<file path="src/rtl/lfsr_seg_pkg.sv">
// Shared constants for the LFSR seven-segment generator: active-low hex glyphs,
// the blank pattern and default feedback masks per supported width.
package lfsr_seg_pkg;

  typedef logic [6:0] seg7_t;

  localparam seg7_t SEG_BLANK = 7'h7F;

  // Active-low, bit order {a,b,c,d,e,f,g} with a in the MSB
  localparam seg7_t SEG_GLYPH [16] = '{
    7'b0000001, 7'b1001111, 7'b0010010, 7'b0000110,
    7'b1001100, 7'b0100100, 7'b0100000, 7'b0001111,
    7'b0000000, 7'b0000100, 7'b0001000, 7'b1100000,
    7'b0110001, 7'b1000010, 7'b0110000, 7'b0111000
  };

  localparam logic [3:0]  TAPS_W4  = 4'h3;
  localparam logic [7:0]  TAPS_W8  = 8'h1D;
  localparam logic [15:0] TAPS_W16 = 16'h002D;
  localparam logic [31:0] TAPS_W32 = 32'h0000_00C5;

  function automatic logic [31:0] default_taps(input int unsigned width);
    case (width)
      4:       return 32'(TAPS_W4);
      8:       return 32'(TAPS_W8);
      16:      return 32'(TAPS_W16);
      default: return TAPS_W32;
    endcase
  endfunction

endpackage

</file>
<file path="src/rtl/hex_to_seg7.sv">
// Combinational hex nibble to active-low seven-segment glyph decoder.
module hex_to_seg7
  import lfsr_seg_pkg::*;
(
  input  logic [3:0] hex,
  output logic [6:0] seg
);

  always_comb begin
    seg = SEG_BLANK;
    seg = SEG_GLYPH[hex];
  end

endmodule

</file>
<file path="src/rtl/lfsr_seg_gen.sv">
// Parametrised Fibonacci LFSR with step/run advance, parallel load and hex
// seven-segment outputs. Optional period/wrap tracking under LFSR_SEG_PERIOD_EN.
module lfsr_seg_gen
  import lfsr_seg_pkg::*;
#(
  parameter int unsigned      WIDTH  = 8,
  parameter logic [WIDTH-1:0] TAPS   = WIDTH'(8'h1D),
  parameter logic [WIDTH-1:0] SEED   = WIDTH'(1),
  parameter int unsigned      DIV    = 1,
  parameter int unsigned      DIGITS = WIDTH / 4
) (
  input  logic                  clk,
  input  logic                  rst,
  input  logic                  step,
  input  logic                  run,
  input  logic                  load,
  input  logic [WIDTH-1:0]      load_val,
  output logic [WIDTH-1:0]      q,
  output logic [7*DIGITS-1:0]   seg
`ifdef LFSR_SEG_PERIOD_EN
  ,
  output logic [WIDTH-1:0]      period,
  output logic                  wrap
`endif
);

  localparam int unsigned       CNT_W    = (DIV > 1) ? $clog2(DIV) : 1;
  localparam logic [CNT_W-1:0]  CNT_LAST = CNT_W'(DIV - 1);

  logic [WIDTH-1:0] lfsr_q, lfsr_d, shift_nxt;
  logic             step_q, step_d;
  logic [CNT_W-1:0] cnt_q, cnt_d;
  logic             step_rise, tick, advance, is_zero;

  always_comb begin
    step_rise = step & ~step_q;
    tick      = run & (cnt_q == CNT_LAST);
    advance   = step_rise | tick;
    is_zero   = (lfsr_q == '0);
    shift_nxt = {^(lfsr_q & TAPS), lfsr_q[WIDTH-1:1]};
    step_d    = step;
    cnt_d     = (run && !tick) ? cnt_q + 1'b1 : '0;
    if (load)         lfsr_d = load_val;
    else if (is_zero) lfsr_d = SEED;
    else if (advance) lfsr_d = shift_nxt;
    else              lfsr_d = lfsr_q;
  end

  always_ff @(posedge clk) begin
    if (rst) begin
      lfsr_q <= SEED;
      step_q <= 1'b0;
      cnt_q  <= '0;
    end else begin
      lfsr_q <= lfsr_d;
      step_q <= step_d;
      cnt_q  <= cnt_d;
    end
  end

  assign q = lfsr_q;

  for (genvar d = 0; d < DIGITS; d++) begin : g_digit
    hex_to_seg7 u_hex (
      .hex (lfsr_q[4*d +: 4]),
      .seg (seg[7*d +: 7])
    );
  end

`ifdef LFSR_SEG_PERIOD_EN
  logic [WIDTH-1:0] step_cnt_q, step_cnt_d, period_q, period_d;
  logic             wrap_q, wrap_d;

  // Only advances that actually reach the register count toward the period
  always_comb begin
    step_cnt_d = step_cnt_q;
    period_d   = period_q;
    wrap_d     = 1'b0;
    if (load || is_zero) begin
      step_cnt_d = '0;
    end else if (advance) begin
      if (shift_nxt == SEED) begin
        period_d   = step_cnt_q + 1'b1;
        wrap_d     = 1'b1;
        step_cnt_d = '0;
      end else if (step_cnt_q != '1) begin
        step_cnt_d = step_cnt_q + 1'b1;
      end
    end
  end

  always_ff @(posedge clk) begin
    if (rst) begin
      step_cnt_q <= '0;
      period_q   <= '0;
      wrap_q     <= 1'b0;
    end else begin
      step_cnt_q <= step_cnt_d;
      period_q   <= period_d;
      wrap_q     <= wrap_d;
    end
  end

  assign period = period_q;
  assign wrap   = wrap_q;
`endif

endmodule

</file>
<file path="config.mk">
export PLATFORM = sky130hd
export DESIGN_NAME = lfsr_seg_gen
export DESIGN_NICKNAME = d
export VERILOG_FILES = /design/src/rtl/lfsr_seg_pkg.sv /design/src/rtl/hex_to_seg7.sv /design/src/rtl/lfsr_seg_gen.sv
export SDC_FILE = /design/constraint.sdc
export NUM_CORES = 1
export LEC_CHECK = 0
export ABC_AREA = 1
export BUFFER_PORTS_ARGS = -buffer_cell sky130_fd_sc_hd__buf_2
export CORE_ASPECT_RATIO = 0.9
export CORE_MARGIN = 2
export CORE_UTILIZATION = 50
export DETAILED_ROUTE_END_ITERATION = 6
export PLACE_DENSITY = 0.88
export SYNTH_ARGS = -nofsm -noshare
export SYNTH_HDL_FRONTEND = slang
export SYNTH_HIERARCHICAL = 1
export SYNTH_SLANG_ARGS = --single-unit
export TNS_END_PERCENT = 100
</file>
<file path="constraint.sdc">
create_clock -name clk -period 1.5 [get_ports clk]
set_clock_uncertainty 0.1 [all_clocks]
set_input_delay 0.3 -clock clk [delete_from_list [all_inputs] [get_ports clk]]
set_output_delay 0.3 -clock clk [all_outputs]
set_load 0.05 [all_outputs]
</file>
==> results.sh, run 1 <==
export IMPL_die_area_sq_um=2730
export IMPL_startpoint_type="register"
export IMPL_cts_tree="done"
export IMPL_r2r_setup_slack_ns=-0.06
export IMPL_area_growth_pct=73.3
export IMPL_drc=0
export IMPL_fp_dieW_um=54.8
export IMPL_grt_usage_pct=27.3
export IMPL_cp_required_ns=1.10
export IMPL_dp_hpwl_um=2180
export IMPL_wire_per_inst_um=17.0
export IMPL_max_stage_delay_ns=0.37
export IMPL_drt_iter0_drc=61
export IMPL_vias_per_cell=5.54
export IMPL_clkTransAtPathRegs_ns=0.06
export IMPL_h_tree_depth=1
export IMPL_grt_overflow=0
export IMPL_synth_area_per_cell_sq_um=5.96
export IMPL_synth_top_area_share_pct=21.3
export IMPL_rsz0062_at_grt="yes"
export IMPL_yosysWarnings=6
export IMPL_vias=1497
export IMPL_max_freq_mhz=539
export IMPL_critPathArrivalTime_ns=1.46
export IMPL_ir_worst_vdd_mv=0.898
export IMPL_start_util_pct=53.3
export IMPL_io_buffer_count=34
export IMPL_ant_nets=0
export IMPL_ys_seq_area_share_pct=17.2
export IMPL_critical_path_class="reg -> out"
export IMPL_grt_pass1_wl_um=5460
export IMPL_clk_latency_ns=0.28
export IMPL_drt_total_wl_um=4590
export IMPL_crit_chain="inv_4 > ha_1 > inv_1 > nand2_1 > nand3_2 > nand2_4 > buf_8"
export IMPL_grt_pass1_vias=1273
export IMPL_cts_hold_buf=0
export IMPL_cp_max_fo=5
export IMPL_crit_buf_inv=3
export IMPL_netlist_top_cell_by_area="nand2_1"
export IMPL_setup_viol_count_final=15
export IMPL_power_per_cell_area_nw_per_um2=878
export IMPL_fin_util_pct=92.3
export IMPL_synth_area_sq_um=1160
export IMPL_drive_gt1_share_pct=60.1
export IMPL_grt_antenna_before_repair=0
export IMPL_fin_tns_setup_ns=-3.86
export IMPL_firstDrtPassIters=4
export IMPL_place_congestion=0.838
export IMPL_finalMaxSlewViolations=0
export IMPL_max_clock_path_buffers=2
export IMPL_period_needed_ns=1.86
export IMPL_syn_nets=223
export IMPL_syn_instance_count=195
export IMPL_worst_path_max_delay_cell="dfxtp_4"
export IMPL_root_buffer="clkbuf_4"
export IMPL_num_antenna_cells=0
export IMPL_core_area_sq_um=2180
export IMPL_maxCapViolations=0
export IMPL_ys_types=18
export IMPL_hold_viol_final=0
export IMPL_status="complete, but fails checks"
export IMPL_yosys_top_cells_area="nand2_1, dfxtp_1, ha_1, nand3_1, inv_1"
export IMPL_end_kind="primary output"
export IMPL_min_period_over_period_pct=124
export IMPL_dieHeight_um=49.7
export IMPL_synth_seq_cells=10
export IMPL_num_nets_final=272
export IMPL_fill_cells=83
export IMPL_clock_sinks=10
export IMPL_ios=35
export IMPL_violations="setup timing"
export IMPL_cts_made_buffers=3
export IMPL_grt_start_max_net_pins=14
export IMPL_row_count=16
export IMPL_worst_slack_ns=-0.357
export IMPL_power_leakage_nw=0.996
export IMPL_hold_path_class="in -> reg"
export IMPL_crit_family="flip-flops"
==> report_power, final <==
part           switching [mW]  total, mW  internal (mW)
Clock                  0.0990      0.247          0.148
Combinational           0.736       1.17          0.437
Sequential             0.0590      0.349          0.290
Total                   0.894       1.77          0.875
==> metal layers <==
layer | global-route usage [%] | share of wire [%] | routed length [um]
met4 | 15.4 | 6.8 | 312
met2 | 45.0 | 49 | 2220
met5 | 0 | 0 | 0
met3 | 2.12 | 6.3 | 288
met1 | 33.5 | 38 | 1760
==> state kept, by name (all words and copies together), names as in the netlist <==
name / flops
step_q: 1
cnt_q: 1
q: 8
==> final cells by class <==
type                            count  area [sq um]  share of cell area (%)
Clock buffer                        4          36.3                    1.80
Sequential cell                    10           230                    11.4
Tap cell                           27          33.8                    1.68
Multi-Input combinational cell    149          1130                    56.3
Timing Repair Buffer               49           442                    21.9
Inverter                           31           138                    6.83
==> synth_stat cells <==
cell and number:
o21ai_1 5, nand3_1 28, o21ai_2 2, nand2_1 66
ha_1 15, inv_1 25, buf_2 2, or2_0 1
nor2_1 15, nor2_4 3, nand2_4 2, inv_2 6
conb_1 1, a21oi_1 1, o21ai_0 5, buf_6 3
dfxtp_1 10, nand2_2 5
==> final timing paths <==
kind | start | end | cells after the start
max | q[1]$_SDFFE_PP0P_ | seg[6] | 7
min | rst | step_q$_SDFF_PP0_ | 2
max reg2reg | q[2]$_SDFFE_PP0P_ | q[4]$_SDFFE_PP0P_ | 8
min reg2reg | q[3]$_SDFFE_PP0P_ | q[3]$_SDFFE_PP0P_ | 2
==> stage by stage <==
stage | hold WS (ns) | cells | setup WS (ns) | area, sq um | power (mW)
floorplan | 0.271 | 195 | -0.0776 | 1310 | 0.998
global placement | 0.371 | 263 | -0.0859 | 1570 | 1.17
detailed placement | 0.383 | 263 | -0.115 | 1570 | 1.18
CTS | 0.0972 | 268 | -0.238 | 1900 | 1.64
global route | 0.100 | 270 | -0.375 | 2010 | 1.84
finish | 0.0907 | 270 | -0.357 | 2010 | 1.77
==> cell families after synthesis <==
family,Yosys count,synth area share [%]
AO/OA/AOI/OAI,13,6.24
flip-flops,10,17.2
buffers and inverters,36,13.8
AND/OR/NAND/NOR,120,46.3
other,1,0.323
adder cells (fa/ha/maj),15,16.1
==> repair_timing <==
item	CTS	global route
resized for setup	80	26
setup endpoints to repair	14	19
pin swaps	8	12
setup buffers	1	2
==> worst register-to-register path, delay by kind of cell (launching register included) <==
| kind | cells | cell delay (ns) |
|---|---|---|
| buf+inv | 1 | 0.05 |
| compound gates | 1 | 0.28 |
| flops | 1 | 0.39 |
| simple gates | 5 | 0.44 |
| fa+ha+maj | 1 | 0.19 |
==> cells in the final DEF (no fill, tap or decap), types with 5 or more instances in the layout <==
| cell | netlist | final |
|---|---|---|
| inv_1 | 25 | 16 |
| dfxtp_4 | 0 | 8 |
| nand2_1 | 66 | 37 |
| buf_6 | 3 | 5 |
| ha_2 | 0 | 6 |
| buf_4 | 0 | 11 |
| buf_8 | 0 | 12 |
| ha_4 | 0 | 6 |
| buf_2 | 2 | 19 |
| nor2_1 | 15 | 15 |
| nand2_2 | 5 | 22 |
| nand3_1 | 28 | 15 |
| nand2_4 | 2 | 14 |
| inv_2 | 6 | 9 |
| nand3_2 | 0 | 11 |
(Power assumes the default switching activity.)
==> run 2: changes to the inputs <==
--- a/config.mk
+++ b/config.mk
@@ -9,11 +9,12 @@
 export BUFFER_PORTS_ARGS = -buffer_cell sky130_fd_sc_hd__buf_2
 export CORE_ASPECT_RATIO = 0.9
 export CORE_MARGIN = 2
-export CORE_UTILIZATION = 50
+export CORE_UTILIZATION = 40
 export DETAILED_ROUTE_END_ITERATION = 6
-export PLACE_DENSITY = 0.88
+export PLACE_DENSITY = 0.75
+export RECOVER_POWER = 25
 export SYNTH_ARGS = -nofsm -noshare
 export SYNTH_HDL_FRONTEND = slang
 export SYNTH_HIERARCHICAL = 1
 export SYNTH_SLANG_ARGS = --single-unit
-export TNS_END_PERCENT = 100
+export TNS_END_PERCENT = 1
==> results.sh, run 2 (same netlist as run 1, synthesis figures left out) <==
export IMPL_worst_slack_ns=-0.242
export IMPL_hold_path_class="in -> reg"
export IMPL_ir_worst_vdd_mv=0.572
export IMPL_clock_sinks=10
export IMPL_num_antenna_cells=0
export IMPL_post_dp_cell_area_sq_um=1520
export IMPL_critical_path_class="reg -> out"
export IMPL_clkTransAtPathRegs_ns=0.07
export IMPL_drt_total_wl_um=2880
export IMPL_dp_worst_setup_slack_ns=-0.112
export IMPL_layout_commonest_cell="nand2_1"
export IMPL_setup_viol_count_final=14
export IMPL_grt_overflow=0
export IMPL_grt_usage_pct=18.3
export IMPL_cts_tree="done"
export IMPL_cts_made_buffers=3
export IMPL_critPathArrivalTime_ns=1.34
export IMPL_fp_dieW_um=60.8
export IMPL_hold_start="rst"
export IMPL_drc=0
export IMPL_vias_per_cell=4.67
export IMPL_row_count=18
export IMPL_largest_register_ffs=8
export IMPL_vias=1323
export IMPL_p_sw_uw=786
export IMPL_power_leakage_nw=0.952
export IMPL_multi_input_area_sq_um=1010
export IMPL_die_area_sq_um=3350
export IMPL_io_buffer_count=34
export IMPL_grt_pass1_wl_um=4620
export IMPL_status="complete, but fails checks"
export IMPL_max_freq_mhz=574
export IMPL_p_int_uw=844
export IMPL_p_total_mw=1.63
export IMPL_fin_area_sq_um=1900
export IMPL_end_kind="primary output"
export IMPL_fin_tns_setup_ns=-2.70
export IMPL_grt_pass1_vias=1115
export IMPL_clk_latency_ns=0.27
export IMPL_worstReg2RegStart="q[2]$_SDFFE_PP0P_"
export IMPL_power_frac_clock_pct=15.3
export IMPL_rsz0062_at_grt="yes"
export IMPL_max_clock_path_buffers=2
export IMPL_cp_max_fo=5
export IMPL_wire_per_inst_um=10.2
export IMPL_seq_power_share_pct=20.7
export IMPL_firstDrtPassIters=4
export IMPL_drive_gt1_share_pct=53.5
export IMPL_h_tree_depth=1
export IMPL_core_area_sq_um=2750
export IMPL_swShare_pct=48.2
export IMPL_drt_iter0_drc=87
export IMPL_ant_nets=0
export IMPL_grt_antenna_before_repair=0
export IMPL_period_needed_ns=1.74
export IMPL_startpoint_type="register"
export IMPL_layout_common_cells="nand2_1, nand2_2, nand3_1"
export IMPL_start_util_pct=42.3
export IMPL_grt_start_max_net_pins=14
export IMPL_violations="setup timing"
export IMPL_p_comb_share_pct=64.0
export IMPL_finalMaxSlewViolations=0
export IMPL_maxCapViolations=0
export IMPL_num_nets_final=272
export IMPL_cts_hold_buf=0
export IMPL_cp_required_ns=1.10
export IMPL_dp_hpwl_um=2090
export IMPL_place_congestion=0.846
export IMPL_fill_cells=245
export IMPL_fin_util_pct=69.0
export IMPL_ios=35
export IMPL_ff_latch_area_sq_um=223
export IMPL_power_per_cell_area_nw_per_um2=859
export IMPL_area_growth_pct=63.2
export IMPL_critical_path_startpoint="q[0]$_SDFFE_PP1P_"
export IMPL_min_period_over_period_pct=116
export IMPL_root_buffer="clkbuf_4"
export IMPL_hold_viol_final=0
export IMPL_dieHeight_um=55.1
run 2: changes by cell type in the layout (fill, tap and decap cells not counted), sizes merged:
cell,before,now
clkinvlp,1,0
clkbuf,5,6
inv,30,31
buf,48,47
run 2: final timing paths:
path | endpoint | slack (ns) | cells past startpoint
max | seg[3] | -0.24 | 6
min | step_q$_SDFF_PP0_ | 0.08 | 2
max reg2reg | q[7]$_SDFFE_PP0P_ | 0.06 | 9
min reg2reg | q[3]$_SDFFE_PP0P_ | 0.42 | 2
run 2: power groups by stage:
stage	clock network, mW	logic (mW)	registers (mW)
after floorplan	0	0.558	0.400
after global placement	0	0.805	0.333
after detailed placement	0	0.811	0.335
after CTS	0.255	1.00	0.337
after global routing	0.272	1.12	0.343
final	0.249	1.04	0.338
run 2: critical path, stage by stage (launching register included):
cell and delay, ns:
dfxtp_4 0.39, inv_6 0.06, ha_4 0.24, nand2_1 0.08, nand3_2 0.10, nand2_4 0.07
buf_8 0.14
run 2: stage by stage:
| stage | hold slack [ns] | instances |
|---|---|---|
| final | 0.0814 | 283 |
| after global placement | 0.370 | 278 |
| after floorplan | 0.271 | 195 |
| after CTS | 0.0781 | 283 |
| after global routing | 0.0865 | 283 |
| after detailed placement | 0.371 | 278 |
run 2: timing repair:
action / CTS / global route
endpoints found under the setup margin: 15 / 21
setup buffers: 1 / 0
pin swaps: 13 / 4
gates resized for setup: 78 / 16
run 2: cell type report:
cell class / count / area share, %
repair buffers: 49 / 23.5
multi-input cells: 149 / 53.3
well taps: 40 / 2.64
inverters: 31 / 6.93
clock buffers: 4 / 1.91
flip-flops and latches: 10 / 11.7
run 2: layer usage:
metal	vias to the layer above	wire, um	track usage, %
met5	-	0	0
met4	0	38	5.43
met3	5	134	1.40
met2	34	1380	32.1
met1	584	1320	24.0
li1	700	-	-
==> run 3: changes to the inputs <==
--- a/config.mk
+++ b/config.mk
@@ -8,10 +8,9 @@
 export ABC_AREA = 1
 export BUFFER_PORTS_ARGS = -buffer_cell sky130_fd_sc_hd__buf_2
 export CORE_ASPECT_RATIO = 0.9
-export CORE_MARGIN = 2
-export CORE_UTILIZATION = 40
+export CORE_UTILIZATION = 50
 export DETAILED_ROUTE_END_ITERATION = 6
-export PLACE_DENSITY = 0.75
+export PLACE_DENSITY = 0.88
 export RECOVER_POWER = 25
 export SYNTH_ARGS = -nofsm -noshare
 export SYNTH_HDL_FRONTEND = slang
==> results.sh, run 3 (same netlist as run 1, synthesis figures left out) <==
export IMPL_fill_cells=111
export IMPL_clkTransAtPathRegs_ns=0.08
export IMPL_start_util_pct=53.3
export IMPL_drt_iter0_drc=102
export IMPL_dp_cells=269
export IMPL_fp_dieW_um=52.8
export IMPL_cts_made_buffers=3
export IMPL_firstDrtPassIters=7
export IMPL_ff_latch_area_sq_um=225
export IMPL_reg2reg_to="q[7]$_SDFFE_PP0P_"
export IMPL_fin_tns_setup_ns=-3.90
export IMPL_worst_path_stages=5
export IMPL_crit_buf_inv=2
export IMPL_crit_chain="inv_6 > ha_4 > nand3_1 > nand2_2 > buf_8"
export IMPL_status="complete, but fails checks"
export IMPL_p_sw_uw=877
export IMPL_critPathArrivalTime_ns=1.42
export IMPL_period_needed_ns=1.82
export IMPL_end_kind="primary output"
export IMPL_crit_family="flip-flops"
export IMPL_dp_hpwl_um=2290
export IMPL_place_congestion=0.843
export IMPL_p_comb_share_pct=66.7
export IMPL_layout_common_cells="nand2_1, nand2_2, nand3_1"
export IMPL_cts_tree="done"
export IMPL_cp_max_fo=5
export IMPL_reg2reg_depth=10
export IMPL_grt_overflow=0
export IMPL_holdWs_ns=0.0896
export IMPL_grt_pass1_vias=1382
export IMPL_cp_endpoint="seg[12]"
export IMPL_multi_input_area_sq_um=1030
export IMPL_setup_viol_count_final=20
export IMPL_fin_area_sq_um=1920
export IMPL_violations="setup timing"
export IMPL_vias_per_cell=5.72
export IMPL_dieHeight_um=47.7
export IMPL_power_leakage_nw=0.967
export IMPL_worst_slack_ns=-0.322
export IMPL_worstReg2RegStart="q[3]$_SDFFE_PP0P_"
export IMPL_max_freq_mhz=549
export IMPL_drt_total_wl_um=4690
export IMPL_ir_worst_vdd_mv=1.01
export IMPL_seq_power_share_pct=20.6
export IMPL_ios=35
export IMPL_row_count=16
export IMPL_p_int_uw=812
export IMPL_r2r_setup_slack_ns=-0.07
export IMPL_vias=1562
export IMPL_hold_viol_final=0
export IMPL_cts_hold_buf=0
export IMPL_grt_start_max_net_pins=14
export IMPL_largest_register_ffs=8
export IMPL_clk_latency_ns=0.28
export IMPL_maxCapViolations=0
export IMPL_wire_per_inst_um=17.2
export IMPL_clock_sinks=10
export IMPL_area_growth_pct=65.3
export IMPL_p_total_mw=1.69
export IMPL_layout_commonest_cell="nand2_1"
export IMPL_max_stage_delay_ns=0.43
export IMPL_stdcell_count=273
export IMPL_ant_nets=0
export IMPL_drive_gt1_share_pct=53.7
export IMPL_post_dp_cell_area_sq_um=1540
export IMPL_finalMaxSlewViolations=0
export IMPL_swShare_pct=51.9
export IMPL_root_buffer="clkbuf_4"
export IMPL_rsz0062_at_grt="yes"
export IMPL_io_buffer_count=34
export IMPL_hold_path_class="in -> reg"
export IMPL_grt_antenna_before_repair=0
export IMPL_cp_required_ns=1.10
export IMPL_power_frac_clock_pct=12.7
export IMPL_max_clock_path_buffers=2
export IMPL_worst_path_max_delay_cell="dfxtp_4"
export IMPL_grt_usage_pct=34.9
export IMPL_drc=0
export IMPL_grt_pass1_wl_um=6110
export IMPL_num_nets_final=275
export IMPL_startpoint_type="register"
export IMPL_die_area_sq_um=2520
export IMPL_critical_path_startpoint="q[4]$_SDFFE_PP0P_"
export IMPL_h_tree_depth=1
export IMPL_min_period_over_period_pct=121
export IMPL_critical_path_class="reg -> out"
export IMPL_num_antenna_cells=0
export IMPL_power_per_cell_area_nw_per_um2=879
export IMPL_core_area_sq_um=2180
[run 3: changes by cell type in the layout (fill, tap and decap cells not counted), sizes merged]
| cell | previous run | this run |
|---|---|---|
| inv | 31 | 30 |
| buf | 47 | 48 |
| clkinvlp | 0 | 1 |
| clkbuf | 6 | 8 |
[run 3: routing by layer]
metal / vias to the layer above / GRT usage (%) / wire length (um) / share of wire [%]
li1: 699 / - / - / -
met1: 710 / 36.1 / 1700 / 36
met2: 130 / 61.3 / 2360 / 50
met3: 23 / 8.25 / 430 / 9.2
met4: 0 / 29.5 / 203 / 4.3
met5: - / 0 / 0 / 0
[run 3: repair_timing]
item,in CTS,in global routing
setup buffers,0,0
endpoints found under the setup margin,14,24
pin swaps,19,4
resized for setup,81,18
[run 3: worst register-to-register path: cells and delay by family, from the launching register on]
family,cells,cell delay (ns)
adder cells (fa/ha/maj),1,0.30
AND/OR/NAND/NOR,7,0.50
buffers and inverters,2,0.18
flip-flops,1,0.38
[run 3: layout make-up]
cell class / instances / area share (%)
Timing Repair Buffer: 52 / 24.4
Tap cell: 27 / 1.76
Clock buffer: 4 / 1.37
Inverter: 31 / 7.16
Sequential cell: 10 / 11.7
Multi-Input combinational cell: 149 / 53.6
[run 3: worst min path at each step]
stage | cells past startpoint | startpoint | end | slack, ns
global placement | 2 | rst | step_q$_SDFF_PP0_ | 0.37
finish | 2 | rst | step_q$_SDFF_PP0_ | 0.09
global route | 2 | rst | step_q$_SDFF_PP0_ | 0.08
floorplan | 1 | rst | step_q$_SDFF_PP0_ | 0.27
CTS | 2 | rst | step_q$_SDFF_PP0_ | 0.09
detailed placement | 2 | rst | step_q$_SDFF_PP0_ | 0.37
[run 3: power groups by stage]
stage	clock network, mW	logic (mW)	registers, mW
floorplan	0	0.558	0.400
global placement	0	0.813	0.334
detailed placement	0	0.828	0.336
CTS	0.205	1.03	0.339
global route	0.226	1.18	0.351
finish	0.215	1.13	0.348
[run 3: stage by stage]
stage / worst slack (ns) / utilization [%]
5_1_grt: -0.343 / 88.1
4_1_cts: -0.235 / 85.1
3_5_place_dp: -0.114 / 70.4
2_1_floorplan: -0.0980 / -
6_report: -0.322 / 88.1
3_3_place_gp: -0.0885 / 70.4
